<file path="config.mk">
export PLATFORM = sky130hd
export DESIGN_NAME = shift_scan_ctrl
export DESIGN_NICKNAME = d
export VERILOG_FILES = /design/src/rtl/shift_scan_ctrl.sv
export SDC_FILE = /design/constraint.sdc
export NUM_CORES = 1
export LEC_CHECK = 0
export ABC_AREA = 1
export ABC_CLOCK_PERIOD_IN_PS = 4200
export CELL_PAD_IN_SITES_DETAIL_PLACEMENT = 1
export CELL_PAD_IN_SITES_GLOBAL_PLACEMENT = 2
export CORE_UTILIZATION = 19
export CTS_CLUSTER_DIAMETER = 80
export DETAILED_ROUTE_END_ITERATION = 10
export HOLD_SLACK_MARGIN = 0.02
export PLACE_DENSITY = 0.8
export SLEW_MARGIN = 20
export SYNTH_ARGS = -nofsm -noshare
export SYNTH_HDL_FRONTEND = slang
export SYNTH_SLANG_ARGS = --single-unit
</file>
<file path="constraint.sdc">
create_clock -name CLK -period 4.2 [get_ports CLK]
set_input_delay 0.63 -clock CLK [delete_from_list [all_inputs] [get_ports CLK]]
set_output_delay 0.63 -clock CLK [all_outputs]
set_load 0.05 [all_outputs]
</file>
<file path="src/rtl/shift_scan_ctrl.sv">
// ============================================================================
// Module      : shift_scan_ctrl
// Description : Feeds nibbles into an external 8-deep selecting shift register.
//               After each shift it scans the occupied taps out over a
//               valid/ready stream. Optional macro SCAN_OLDEST_FIRST_EN makes
//               the scan run from the oldest tap down to the newest.
// Revision    : 1.0 - initial release
// ============================================================================
`default_nettype none

module shift_scan_ctrl #(
    parameter int DATA_W   = 4,
    parameter int DEPTH    = 8,
    parameter int SEL_W    = 3,
    parameter int SCAN_ALL = 0
) (
    input  logic              CLK,
    input  logic              RST,
    input  logic [DATA_W-1:0] in_data,
    input  logic              in_valid,
    output logic              in_ready,
    output logic [DATA_W-1:0] sr_din,
    output logic              sr_ce,
    output logic [SEL_W-1:0]  sr_count_8,
    input  logic [DATA_W-1:0] sr_selected,
    output logic [DATA_W-1:0] tap_data,
    output logic [SEL_W-1:0]  tap_idx,
    output logic              tap_valid,
    output logic              tap_last,
    input  logic              tap_ready,
    output logic [SEL_W:0]    fill_level
);

    typedef enum logic [0:0] {
        ST_IDLE = 1'b0,
        ST_SCAN = 1'b1
    } state_t;

    localparam logic [SEL_W:0] C_DEPTH = (SEL_W+1)'(DEPTH);

    state_t            state_q, state_d;
    logic [SEL_W:0]    fill_q,  fill_d;
    logic [SEL_W-1:0]  idx_q,   idx_d;

    logic              w_accept;
    logic              w_tap_hs;
    logic [SEL_W:0]    w_fill_inc;
    logic [SEL_W-1:0]  w_first_idx;
    logic [SEL_W-1:0]  w_last_idx;
    logic [SEL_W-1:0]  w_step_idx;

    // in_ready is gated by RST so nothing is accepted on the reset edge itself.
    assign in_ready   = RST & (state_q == ST_IDLE);
    assign w_accept   = in_valid & in_ready;
    assign sr_ce      = w_accept;
    assign sr_din     = in_data;
    assign w_fill_inc = (fill_q == C_DEPTH) ? C_DEPTH : fill_q + 1'b1;

`ifdef SCAN_OLDEST_FIRST_EN
    logic [SEL_W:0] w_n_next;
    assign w_n_next    = (SCAN_ALL != 0) ? C_DEPTH : w_fill_inc;
    assign w_first_idx = SEL_W'(w_n_next - 1'b1);
    assign w_last_idx  = '0;
    assign w_step_idx  = idx_q - 1'b1;
`else
    logic [SEL_W:0] w_n_cur;
    assign w_n_cur     = (SCAN_ALL != 0) ? C_DEPTH : fill_q;
    assign w_first_idx = '0;
    assign w_last_idx  = SEL_W'(w_n_cur - 1'b1);
    assign w_step_idx  = idx_q + 1'b1;
`endif

    assign tap_valid  = (state_q == ST_SCAN);
    assign tap_last   = tap_valid & (idx_q == w_last_idx);
    assign tap_idx    = idx_q;
    assign tap_data   = sr_selected;
    assign sr_count_8 = tap_valid ? idx_q : '0;
    assign fill_level = fill_q;
    assign w_tap_hs   = tap_valid & tap_ready;

    always_comb begin
        state_d = state_q;
        fill_d  = fill_q;
        idx_d   = idx_q;
        case (state_q)
            ST_IDLE: begin
                if (w_accept) begin
                    fill_d  = w_fill_inc;
                    idx_d   = w_first_idx;
                    state_d = ST_SCAN;
                end
            end
            ST_SCAN: begin
                if (w_tap_hs) begin
                    if (tap_last) begin
                        idx_d   = '0;
                        state_d = ST_IDLE;
                    end else begin
                        idx_d   = w_step_idx;
                    end
                end
            end
            default: begin
                state_d = ST_IDLE;
                idx_d   = '0;
            end
        endcase
    end

    always_ff @(posedge CLK) begin
        if (!RST) begin
            state_q <= ST_IDLE;
            fill_q  <= '0;
            idx_q   <= '0;
        end else begin
            state_q <= state_d;
            fill_q  <= fill_d;
            idx_q   <= idx_d;
        end
    end

endmodule

`default_nettype wire
</file>
## Word-level counts from Yosys, hierarchy flattened

Cells that the tools add are included.

- Add/sub/neg operators: 3
- Equal/unequal tests: 4
- Reductions and logical operators: 2
- Multiplexer cells: 10
- Bitwise logic cells: 5

Operators by type and width:

| cell | count |
|---|---|
| two-way mux 3 bit | 4 |
| one-hot mux 3 bit (2 select lines) | 1 |
| adder 4 x 1 -> 4 bit (second input constant) | 1 |
| bitwise AND 1 bit | 4 |
| equality test 4 bit (second input constant) | 1 |
| two-way mux 4 bit | 1 |
| AND reduction 2 bit | 2 |
| adder 3 x 1 -> 3 bit (second input constant) | 1 |
| equality test 3 bit | 1 |
| two-way mux 1 bit | 3 |
| subtractor 3 x 1 -> 3 bit (second input constant) | 1 |
| inequality test 2 x 1 -> 1 bit (second input constant) | 1 |
| inequality test 2 bit (second input constant) | 1 |
| one-hot mux 1 bit (2 select lines) | 1 |
| inverter 1 bit | 1 |

- Input port bits: 12
- Word-level logic and storage cells: 27
- Output and inout port bits: 22
- Bits in registers: 8

## Depth between registers and ports, before layout

Gate-level depths: netlist of the first run.

- Depth after elaboration: 6
- Depth in mapped cells: 11
- Gate-level depth less buffers: 11

## Least setup slack after synthesis of the first run

Ideal clock, no wire load.

- Path kind: flip-flop to output port
- Start: register fill_q[0], in the netlist fill_level[0]
- End: output tap_last
- Stages on the path, launching flop included: 9
- Data arrival time: 1,822 ps
- Required time: 3,570 ps
- Setup slack: 1,748 ps
- Path buffers: 0
- Cell sequence: dfxtp_1 -> inv_1 -> ha_1 -> inv_1 -> nand2_1 -> nand2_1 -> nor2_1 -> nand2_1 -> inv_1

- Longest elaborated chain between the ends: 3

Ends and longest elaborated chain:

| what | RTL line | text |
|---|---|---|
| from (decl) | 42 | `logic [SEL_W:0] fill_q, fill_d;` |
| from (signal assigned) | 117 | `fill_q <= fill_d;` |
| subtractor 3 x 1 -> 3 bit | 69 | `assign w_last_idx = SEL_W'(w_n_cur - 1'b1);` |
| equality test 3 bit | 74 | `assign tap_last = tap_valid & (idx_q == w_last_idx);` |
| bitwise AND 1 bit | 74 |  |
| to (decl) | 29 | `output logic tap_last,` |

No other way between the ends.

## Final worst setup path of the first run

- Start: input RST
- End: output sr_ce

- Longest elaborated chain between the ends: 2

Ends and longest elaborated chain:

| what | RTL line | text |
|---|---|---|
| from (decl) | 18 | `input logic RST,` |
| bitwise AND 1 bit | 53 | `assign in_ready = RST & (state_q == ST_IDLE);` |
| bitwise AND 1 bit | 54 | `assign w_accept = in_valid & in_ready;` |
| to (decl) | 23 | `output logic sr_ce,` |

No other way between the ends.

==> results of run 1 <==
power by group:
group	switching, W	internal (W)
Combinational	0.0000459	0.0000240
Clock	0.0000332	0.0000331
Sequential	0.00000854	0.0000802
logic make-up (layout without fill, tap and decap cells):
| logic type | Yosys count | in the layout | share of synthesized area (%) |
|---|---|---|---|
| AO/OA/AOI/OAI | 7 | 7 | 5.97 |
| flip-flops | 8 | 8 | 27.3 |
| adder cells (fa/ha/maj) | 3 | 3 | 6.40 |
| AND/OR/NAND/NOR | 41 | 41 | 31.1 |
| buffers and inverters | 29 | 39 | 26.2 |
| XOR/XNOR | 2 | 2 | 2.99 |
tightest hold or removal path: cells and delay by family (launching register included):
kind | cells | cell delay, ns
DFF | 1 | 0.34
AOI/OAI and AO/OA | 2 | 0.15
synthesized netlist by cell type (all sizes together):
cell and instances:
ha 3, a21oi 3, o21ai 4, inv 19
nor3b 1, dfxtp 8, nand4 1, nor2 6
nand2 25, xor2 2, buf 10, nand3 8
worst min-delay path by stage:
stage | from | endpoint | slack [ns] | cells past startpoint
2_1_floorplan | fill_level[3] | fill_level[3] | 0.73 | 2
3_3_place_gp | fill_level[3] | fill_level[3] | 0.52 | 2
3_5_place_dp | fill_level[3] | fill_level[3] | 0.53 | 2
4_1_cts | fill_level[3] | fill_level[3] | 0.54 | 2
5_1_grt | fill_level[3] | fill_level[3] | 0.56 | 2
6_report | fill_level[3] | fill_level[3] | 0.54 | 2
registers in the layout, indices dropped and copies added (netlist names):
name,cells
tap_valid,1
fill_level,4
tap_idx,3
metal layers:
layer  vias to the layer above  wire, um  part of all wire [%]
li1                        288         -                     -
met1                       269       670                    45
met2                        17       676                    46
met3                        12        72                   4.9
met4                         0        58                   3.9
met5                         -         0                     0
area by class of cell:
class                      count  area, um^2
fill                         359        2090
multi-input combinational     53         273
timing repair buffer          17         170
sequential                     8         160
inverter                      19        71.3
tap                           31        38.8
clock buffer                   3        22.5
cells in the final DEF (no fill, tap or decap), drive strengths merged:
| cell | count |
|---|---|
| a21oi | 3 |
| nor3b | 1 |
| nand4 | 1 |
| clkbuf | 3 |
| nand2 | 25 |
| nor2 | 6 |
| ha | 3 |
| inv | 19 |
| o21ai | 4 |
| nand3 | 8 |
| clkdlybuf4s50 | 17 |
| xor2 | 2 |
| dfxtp | 8 |
stage by stage:
| stage | worst slack [ns] | instances |
|---|---|---|
| 3_5_place_dp | 1.10 | 128 |
| 2_1_floorplan | 1.75 | 90 |
| 6_report | 1.11 | 131 |
| 4_1_cts | 1.10 | 131 |
| 5_1_grt | 1.02 | 131 |
| 3_3_place_gp | 1.16 | 128 |
==> reports/results.tsv, run 1 <==
metric	value	unit
CP Cell Sequence	clkdlybuf4s50_1, inv_2, nor2_2, nand2_2, inv_1, clkdlybuf4s50_1	
Die X	57.6	um
met2 usage	16.6	%
Area contributors post-synth	dfxtp_1 27%, nand2_1 15%, inv_1 12%	
Final period util	73.6	%
area of placed instances	713	um^2
Worst setup EP type	primary output	
critical path required time	3.57	ns
DRT iter0 DRCs	17	
Core Util, Final	26.0	%
Total GRT Usage	10.1	%
RSZ-0062 raised after global routing	false	
full die area	3310	um^2
hold_buf cts	0	
initial core utilization	20.7	%
Worst Setup SP	RST	
Slew HR	66.2	%
CP Class	input pin to primary output	
total power	0.000225	W
DR DRC count	3	
TritonCTS clock tree	yes	
first-pass GRT wire length	2530	um
Cell Pwr Density	306	nW/um^2
GPL Wtd Cong	0.769	
WHS	0.540	ns
Max IR drop VDD	0.0000732	V
via count	586	
synthesized flop and latch total	8	
dominant cell type by area after synthesis	dfxtp_1	
Root Buffer	clkbuf_4	
Seq/Total Area, Yosys	27.3	%
first-pass iteration count of the detailed router	7	
WP data arrival	2.46	ns
top cell type's share of synthesized area	27.3	%
PortBufs	17	
initial antenna violation count	0	
Clock Latency Late Sink	0.27	ns
final wirelength	1480	um
chip height	57.6	um
Crit path depth	6	
met3 Track Usage GR	2.04	%
CTS clk-pin slew, worst paths	0.07	ns
Crit path max-delay family	buffers and inverters	
min Tclk post-route	3.09	ns
worst setup path endpoint	sr_ce	
Post-CTS Resized	0	
grt ovf	0	
Post-CTS Setup Bufs	0	
CTS buffer count	3	
Crit path top cell by count	clkdlybuf4s50_1	
DR WL/cell	11.3	um
max-slew violations	0	
drt via density	4.47	
Final Setup Violations	0	
Startpoint Class	input pin	
syn_nets	105	
Ports	34	
GR peak layer	met2	
Worst Tran Pin Value	0.506	ns
Synth Warn #	0	
failing checks	design-rule violations	
outcome	complete, but fails checks	
Gate Count Post-Synth	90	
met1 usage	11.8	%
Slowest cell on crit path	clkdlybuf4s50_1	
share of cells above drive strength 1	7.00	%
Site Rows	19	
Final ANT Viol Nets	0	
sum of negative setup slack	0	ns
Syn Std Cell Area	587	um^2
Max Root-Sink Buffers	2	
Antenna Cells	0	
largest net degree at the start of global routing	12	
worst r2r path cells	10	
worst-path fanout max	11	
Hold WC Path Type	register to register	
Final Hold Violating Endpoints	0	
Worst Path Buf+Inv	4	
nets@finish	117	
post-synthesis cell type count	18	
Syn Area/Cell	6.52	um^2
Area growth syn-to-layout	25.4	%
vias in the first global route	582	
max cap viols	0	
hpwl dp	1190	um
Static Leak	0.349	nW
Core Area	2830	um^2
post-route cell area	736	um^2
H-tree depth	1	
r2r startpoint	fill_level[0]	
Max Clock Skew	0.00740	ns
Max Freq	0.324	GHz
worst r2r dst	tap_idx[0]	
delay of the slowest critical-path stage	0.80	ns
clk sinks	8	
R2R Setup Slk	2.58	ns
No activity file was read; power rests on OpenSTA's default activity.
==> inputs of run 2 (changes only) <==
--- a/config.mk
+++ b/config.mk
@@ -6,14 +6,14 @@
 export NUM_CORES = 1
 export LEC_CHECK = 0
 export ABC_AREA = 1
-export ABC_CLOCK_PERIOD_IN_PS = 4200
+export ABC_CLOCK_PERIOD_IN_PS = 2700
 export CELL_PAD_IN_SITES_DETAIL_PLACEMENT = 1
 export CELL_PAD_IN_SITES_GLOBAL_PLACEMENT = 2
-export CORE_UTILIZATION = 19
+export CORE_UTILIZATION = 16
 export CTS_CLUSTER_DIAMETER = 80
 export DETAILED_ROUTE_END_ITERATION = 10
 export HOLD_SLACK_MARGIN = 0.02
-export PLACE_DENSITY = 0.8
+export PLACE_DENSITY = 0.72
 export SLEW_MARGIN = 20
 export SYNTH_ARGS = -nofsm -noshare
 export SYNTH_HDL_FRONTEND = slang
==> constraint.sdc (replaced) <==
create_clock -name CLK -period 2.7 [get_ports CLK]
set_input_delay 0.405 -clock CLK [delete_from_list [all_inputs] [get_ports CLK]]
set_output_delay 0.405 -clock CLK [all_outputs]
set_load 0.05 [all_outputs]
==> reports/results.tsv, run 2 (synthesis results as in run 1) <==
metric	value	unit	change
CP Class	register to primary output		
Die X	62.6	um	+8.7%
Max Root-Sink Buffers	2		unchanged
Startpoint Class	register		
RSZ-0062 raised after global routing	false		
H-tree depth	1		unchanged
grt ovf	0		unchanged
Core Area	3420	um^2	+21%
Worst Setup SP	fill_level[0]		
Max IR drop VDD	0.0000883	V	+20%
drt via density	3.75		-16%
hold_buf cts	0		unchanged
Crit path max-delay family	buffers and inverters		
Core Util, Final	22.2	%	-3.8 points
max-slew violations	0		unchanged
PortBufs	17		unchanged
CTS clk-pin slew, worst paths	0.06	ns	about the same
Final period util	81.1	%	
most frequent cells in the layout	24 x nand2_1, 18 x inv_1, 14 x clkdlybuf4s50_1		
Worst Path Buf+Inv	4		unchanged
min Tclk post-route	2.19	ns	
worst-path fanout max	5		-6
full die area	3910	um^2	+18%
Slowest cell on crit path	dfxtp_1		
vias in the first global route	551		-5.3%
# fillers	446		+24%
Max Clock Skew	0.00331	ns	-0.00409 ns
hold_sp	fill_level[3]		
Total GRT Usage	8.76	%	-1.4 points
GPL Wtd Cong	0.851		+11%
final wirelength	1560	um	+5.8%
Slew HR	66.3	%	+0.15 points
DR DRC count	0		-3
clk sinks	8		unchanged
Root Buffer	clkbuf_4		
r2r startpoint	fill_level[0]		
outcome	finished clean		
critical path required time	2.30	ns	-1.27 ns
CP Cell Sequence	inv_1, ha_1, inv_1, nand2_1, nand2_1, nor2_1, nand2_1, inv_1, buf_4		
Static Leak	0.357	nW	+2.4%
Final ANT Viol Nets	0		unchanged
nets@finish	117		unchanged
Largest register FFs	4		unchanged
TritonCTS clock tree	yes		
delay of the slowest critical-path stage	0.41	ns	-0.39 ns
Hold WC Path Type	register to register		
DR WL/cell	10.7	um	-5.1%
Final Setup Violations	0		unchanged
chip height	62.6	um	+8.7%
Final Hold Violating Endpoints	0		unchanged
first-pass iteration count of the detailed router	3		-4
Worst Tran Pin Value	0.504	ns	-0.00225 ns
Post-CTS Resized	0		unchanged
Site Rows	21		+2
Antenna Cells	0		unchanged
WP data arrival	1.79	ns	-0.67 ns
hpwl dp	1210	um	+1.8%
share of cells above drive strength 1	10.0	%	+3.0 points
Worst setup EP type	primary output		
first-pass GRT wire length	2620	um	+3.3%
largest net degree at the start of global routing	12		unchanged
Max Freq	0.456	GHz	
max cap viols	0		unchanged
initial antenna violation count	0		unchanged
Cell Pwr Density	467	nW/um^2	+53%
Area growth syn-to-layout	29.4	%	
Ports	34		unchanged
Clock Latency Late Sink	0.27	ns	about the same
commonest non-fill, non-tap cell in the layout	nand2_1		
Post-CTS Setup Bufs	0		unchanged
DRT iter0 DRCs	1		-16
sum of negative setup slack	0	ns	unchanged
initial core utilization	17.2	%	-3.6 points
via count	548		-6.5%
CTS buffer count	3		unchanged
==> run 2: changes by cell type in the layout (fill, tap and decap cells not counted), sizes merged <==
cell | previous run | this run
buf | 0 | 3
clkdlybuf4s50 | 17 | 14
==> run 2: per-layer routing <==
layer / up-vias / GRT usage, % / wire (um) / share of wire [%]
li1: 281 / - / - / -
met1: 249 / 10.4 / 724 / 46
met2: 13 / 14.1 / 734 / 47
met3: 5 / 1.09 / 47 / 3.0
met4: 0 / 6.98 / 57 / 3.6
met5: - / 0 / 0 / 0
==> run 2: worst paths after layout <==
path,cells past startpoint,endpoint,slack [ns]
hold reg to reg,2,fill_level[3],0.55
setup reg to reg,11,tap_idx[2],1.06
setup / recovery,9,tap_last,0.51
hold / removal,2,fill_level[3],0.55
==> run 2: report_power, final <==
part           switching (W)  internal, W
combinational      0.0000737    0.0000392
clock              0.0000522    0.0000516
sequential         0.0000134     0.000125
total               0.000139     0.000216
==> run 2: worst min-delay path, stage by stage (launching register included) <==
cell     delay [ns]
dfxtp_1        0.35
o21ai_0        0.09
a21oi_1        0.07
==> run 2: layout make-up <==
type	count	area (um^2)	share of cell area (%)
multi-input cells	53	273	35.9
repair buffers	17	175	23.1
flip-flops and latches	8	160	21.1
inverters	19	71.3	9.39
well taps	46	57.6	7.58
clock buffers	3	22.5	2.97
==> run 2: per-stage QoR <==
step / power (W) / hold WS, ns / instances / cell area (um^2) / worst slack [ns]
2_1_floorplan: 0.000251 / 0.547 / 90 / 587 / 0.473
3_3_place_gp: 0.000253 / 0.530 / 143 / 737 / 0.726
3_5_place_dp: 0.000255 / 0.534 / 143 / 737 / 0.640
4_1_cts: 0.000357 / 0.555 / 146 / 759 / 0.488
5_1_grt: 0.000372 / 0.590 / 146 / 759 / 0.349
6_report: 0.000355 / 0.552 / 146 / 759 / 0.509
==> inputs of run 3 (changes only) <==
--- a/config.mk
+++ b/config.mk
@@ -6,7 +6,7 @@
 export NUM_CORES = 1
 export LEC_CHECK = 0
 export ABC_AREA = 1
-export ABC_CLOCK_PERIOD_IN_PS = 2700
+export ABC_CLOCK_PERIOD_IN_PS = 1900
 export CELL_PAD_IN_SITES_DETAIL_PLACEMENT = 1
 export CELL_PAD_IN_SITES_GLOBAL_PLACEMENT = 2
 export CORE_UTILIZATION = 16
==> constraint.sdc (replaced) <==
create_clock -name CLK -period 1.9 [get_ports CLK]
set_input_delay 0.285 -clock CLK [delete_from_list [all_inputs] [get_ports CLK]]
set_output_delay 0.285 -clock CLK [all_outputs]
set_load 0.05 [all_outputs]
==> reports/results.tsv, run 3 (synthesis results as in run 1) <==
metric	value	unit	change
outcome	finished clean		
r2r startpoint	fill_level[0]		
PortBufs	17		unchanged
WP data arrival	1.56	ns	-0.23 ns
hold_buf cts	0		unchanged
Final period util	97.0	%	
RSZ-0062 raised after global routing	true		
Max IR drop VDD	0.000217	V	+150%
Root Buffer	clkbuf_4		
Static Leak	0.404	nW	+13%
critical path required time	1.62	ns	-0.68 ns
Worst setup EP type	primary output		
Area growth syn-to-layout	48.2	%	
worst r2r dst	tap_idx[0]		
Total GRT Usage	9.41	%	+0.65 points
max cap viols	0		unchanged
DRT iter0 DRCs	6		+5
DR WL/cell	11.2	um	+4.4%
Core Util, Final	25.5	%	+3.2 points
Max Freq	0.543	GHz	
GPL Wtd Cong	0.746		-12%
TritonCTS clock tree	yes		
fin cells	153		+4.8%
Slew HR	66.4	%	+0.14 points
# fillers	431		-3.4%
drt via density	3.89		+3.6%
Clock Latency Late Sink	0.27	ns	about the same
DP Worst Slack	0.0756	ns	-0.564 ns
CTS clk-pin slew, worst paths	0.05	ns	about the same
max-slew violations	0		unchanged
first-pass iteration count of the detailed router	4		+1
vias in the first global route	610		+11%
Cell Pwr Density	626	nW/um^2	+34%
Largest register FFs	4		unchanged
H-tree depth	1		unchanged
clk sinks	8		unchanged
Final Hold Violating Endpoints	0		unchanged
WHS Path Cells	2		unchanged
first-pass GRT wire length	2730	um	+4.2%
Worst Tran Pin Value	0.502	ns	-0.00203 ns
Core Area	3420	um^2	unchanged
Startpoint Class	register		
most frequent cells in the layout	20 x nand2_1, 14 x inv_1, 13 x buf_4		
Max Root-Sink Buffers	2		unchanged
total power	0.000544	W	+53%
WHS	0.538	ns	-0.0143 ns
Ports	34		unchanged
DR DRC count	0		unchanged
largest net degree at the start of global routing	12		unchanged
hpwl dp	1330	um	+9.5%
Max Clock Skew	0.0162	ns	+0.0129 ns
via count	595		+8.6%
min Tclk post-route	1.84	ns	
CP Class	register to primary output		
share of cells above drive strength 1	33.6	%	+24 points
worst-path fanout max	4		-1
R2R Setup Slk	0.26	ns	-0.80 ns
grt ovf	0		unchanged
initial antenna violation count	0		unchanged
hold_sp	fill_level[3]		
final wirelength	1710	um	+9.4%
full die area	3910	um^2	unchanged
Placed Cells	146		+2.1%
WHS Endpoint	fill_level[3]		
Die X	62.6	um	unchanged
CTS buffer count	3		unchanged
Antenna Cells	0		unchanged
commonest non-fill, non-tap cell in the layout	nand2_1		
Final ANT Viol Nets	0		unchanged
initial core utilization	17.2	%	unchanged
fin worst setup slack	0.0573	ns	-0.452 ns
Final Setup Violations	0		unchanged
Site Rows	21		unchanged
nets@finish	124		+6.0%
worst r2r path cells	12		+1
Hold WC Path Type	register to register		
chip height	62.6	um	unchanged
## run 3: changes by cell type in the layout (fill, tap and decap cells not counted), moves of 2 or more
cell	delta
nand2_1	-4
nand2_2	+4
buf_12	+2
dfxtp_2	+2
clkdlybuf4s50_1	-6
buf_4	+11
dfxtp_1	-2
inv_1	-4
clkinvlp_4	+2
## run 3: cell type report
| type | instances | area (um^2) | area share [%] |
|---|---|---|---|
| tap | 46 | 57.6 | 6.62 |
| multi-input combinational | 53 | 308 | 35.4 |
| timing repair buffer | 24 | 238 | 27.3 |
| sequential | 8 | 163 | 18.7 |
| inverter | 19 | 81.3 | 9.35 |
| clock buffer | 3 | 22.5 | 2.59 |
## run 3: critical path, cell delays in order, from the launching register on
cell and delay [ns]:
dfxtp_2 0.35, clkinvlp_4 0.16, ha_4 0.32, inv_4 0.04, nand2_2 0.05, nand2_2 0.04, nor2_2 0.08, nand2_2 0.07
inv_2 0.07, buf_12 0.13
## run 3: how the worst max path moves through the flow
stage	from	end	slack [ns]	cells after the start
after floorplan	fill_level[0]	tap_last	0.03	7
after global placement	RST	sr_ce	0.14	6
after detailed placement	RST	tap_idx[2]	0.08	8
after CTS	fill_level[0]	tap_last	0.006	9
after global routing	fill_level[0]	tap_last	-0.06	9
final	fill_level[0]	tap_last	0.06	9
## run 3: metal layers
| layer | GRT usage (%) | vias up | wire (um) |
|---|---|---|---|
| met5 | 0 | - | 0 |
| met4 | 6.98 | 0 | 50 |
| met3 | 3.10 | 5 | 93 |
| met2 | 15.5 | 13 | 841 |
| met1 | 9.97 | 277 | 724 |
| li1 | - | 300 | - |
## run 3: power by group
group / switching [W] / internal, W
Combinational: 0.000127 / 0.0000818
Sequential: 0.0000132 / 0.000178
Clock: 0.0000708 / 0.0000729
## run 3: per-stage QoR
stage	cell area [um^2]	setup TNS, ns
2_1_floorplan	598	0
4_1_cts	816	0
6_report	870	0
3_5_place_dp	781	0
3_3_place_gp	781	0
5_1_grt	870	-0.0583
## run 3: what timing repair did
item	CTS	global route
pin swaps	1	6
setup endpoints to repair	1	1
buffers inserted	0	4
gates resized for setup	2	9
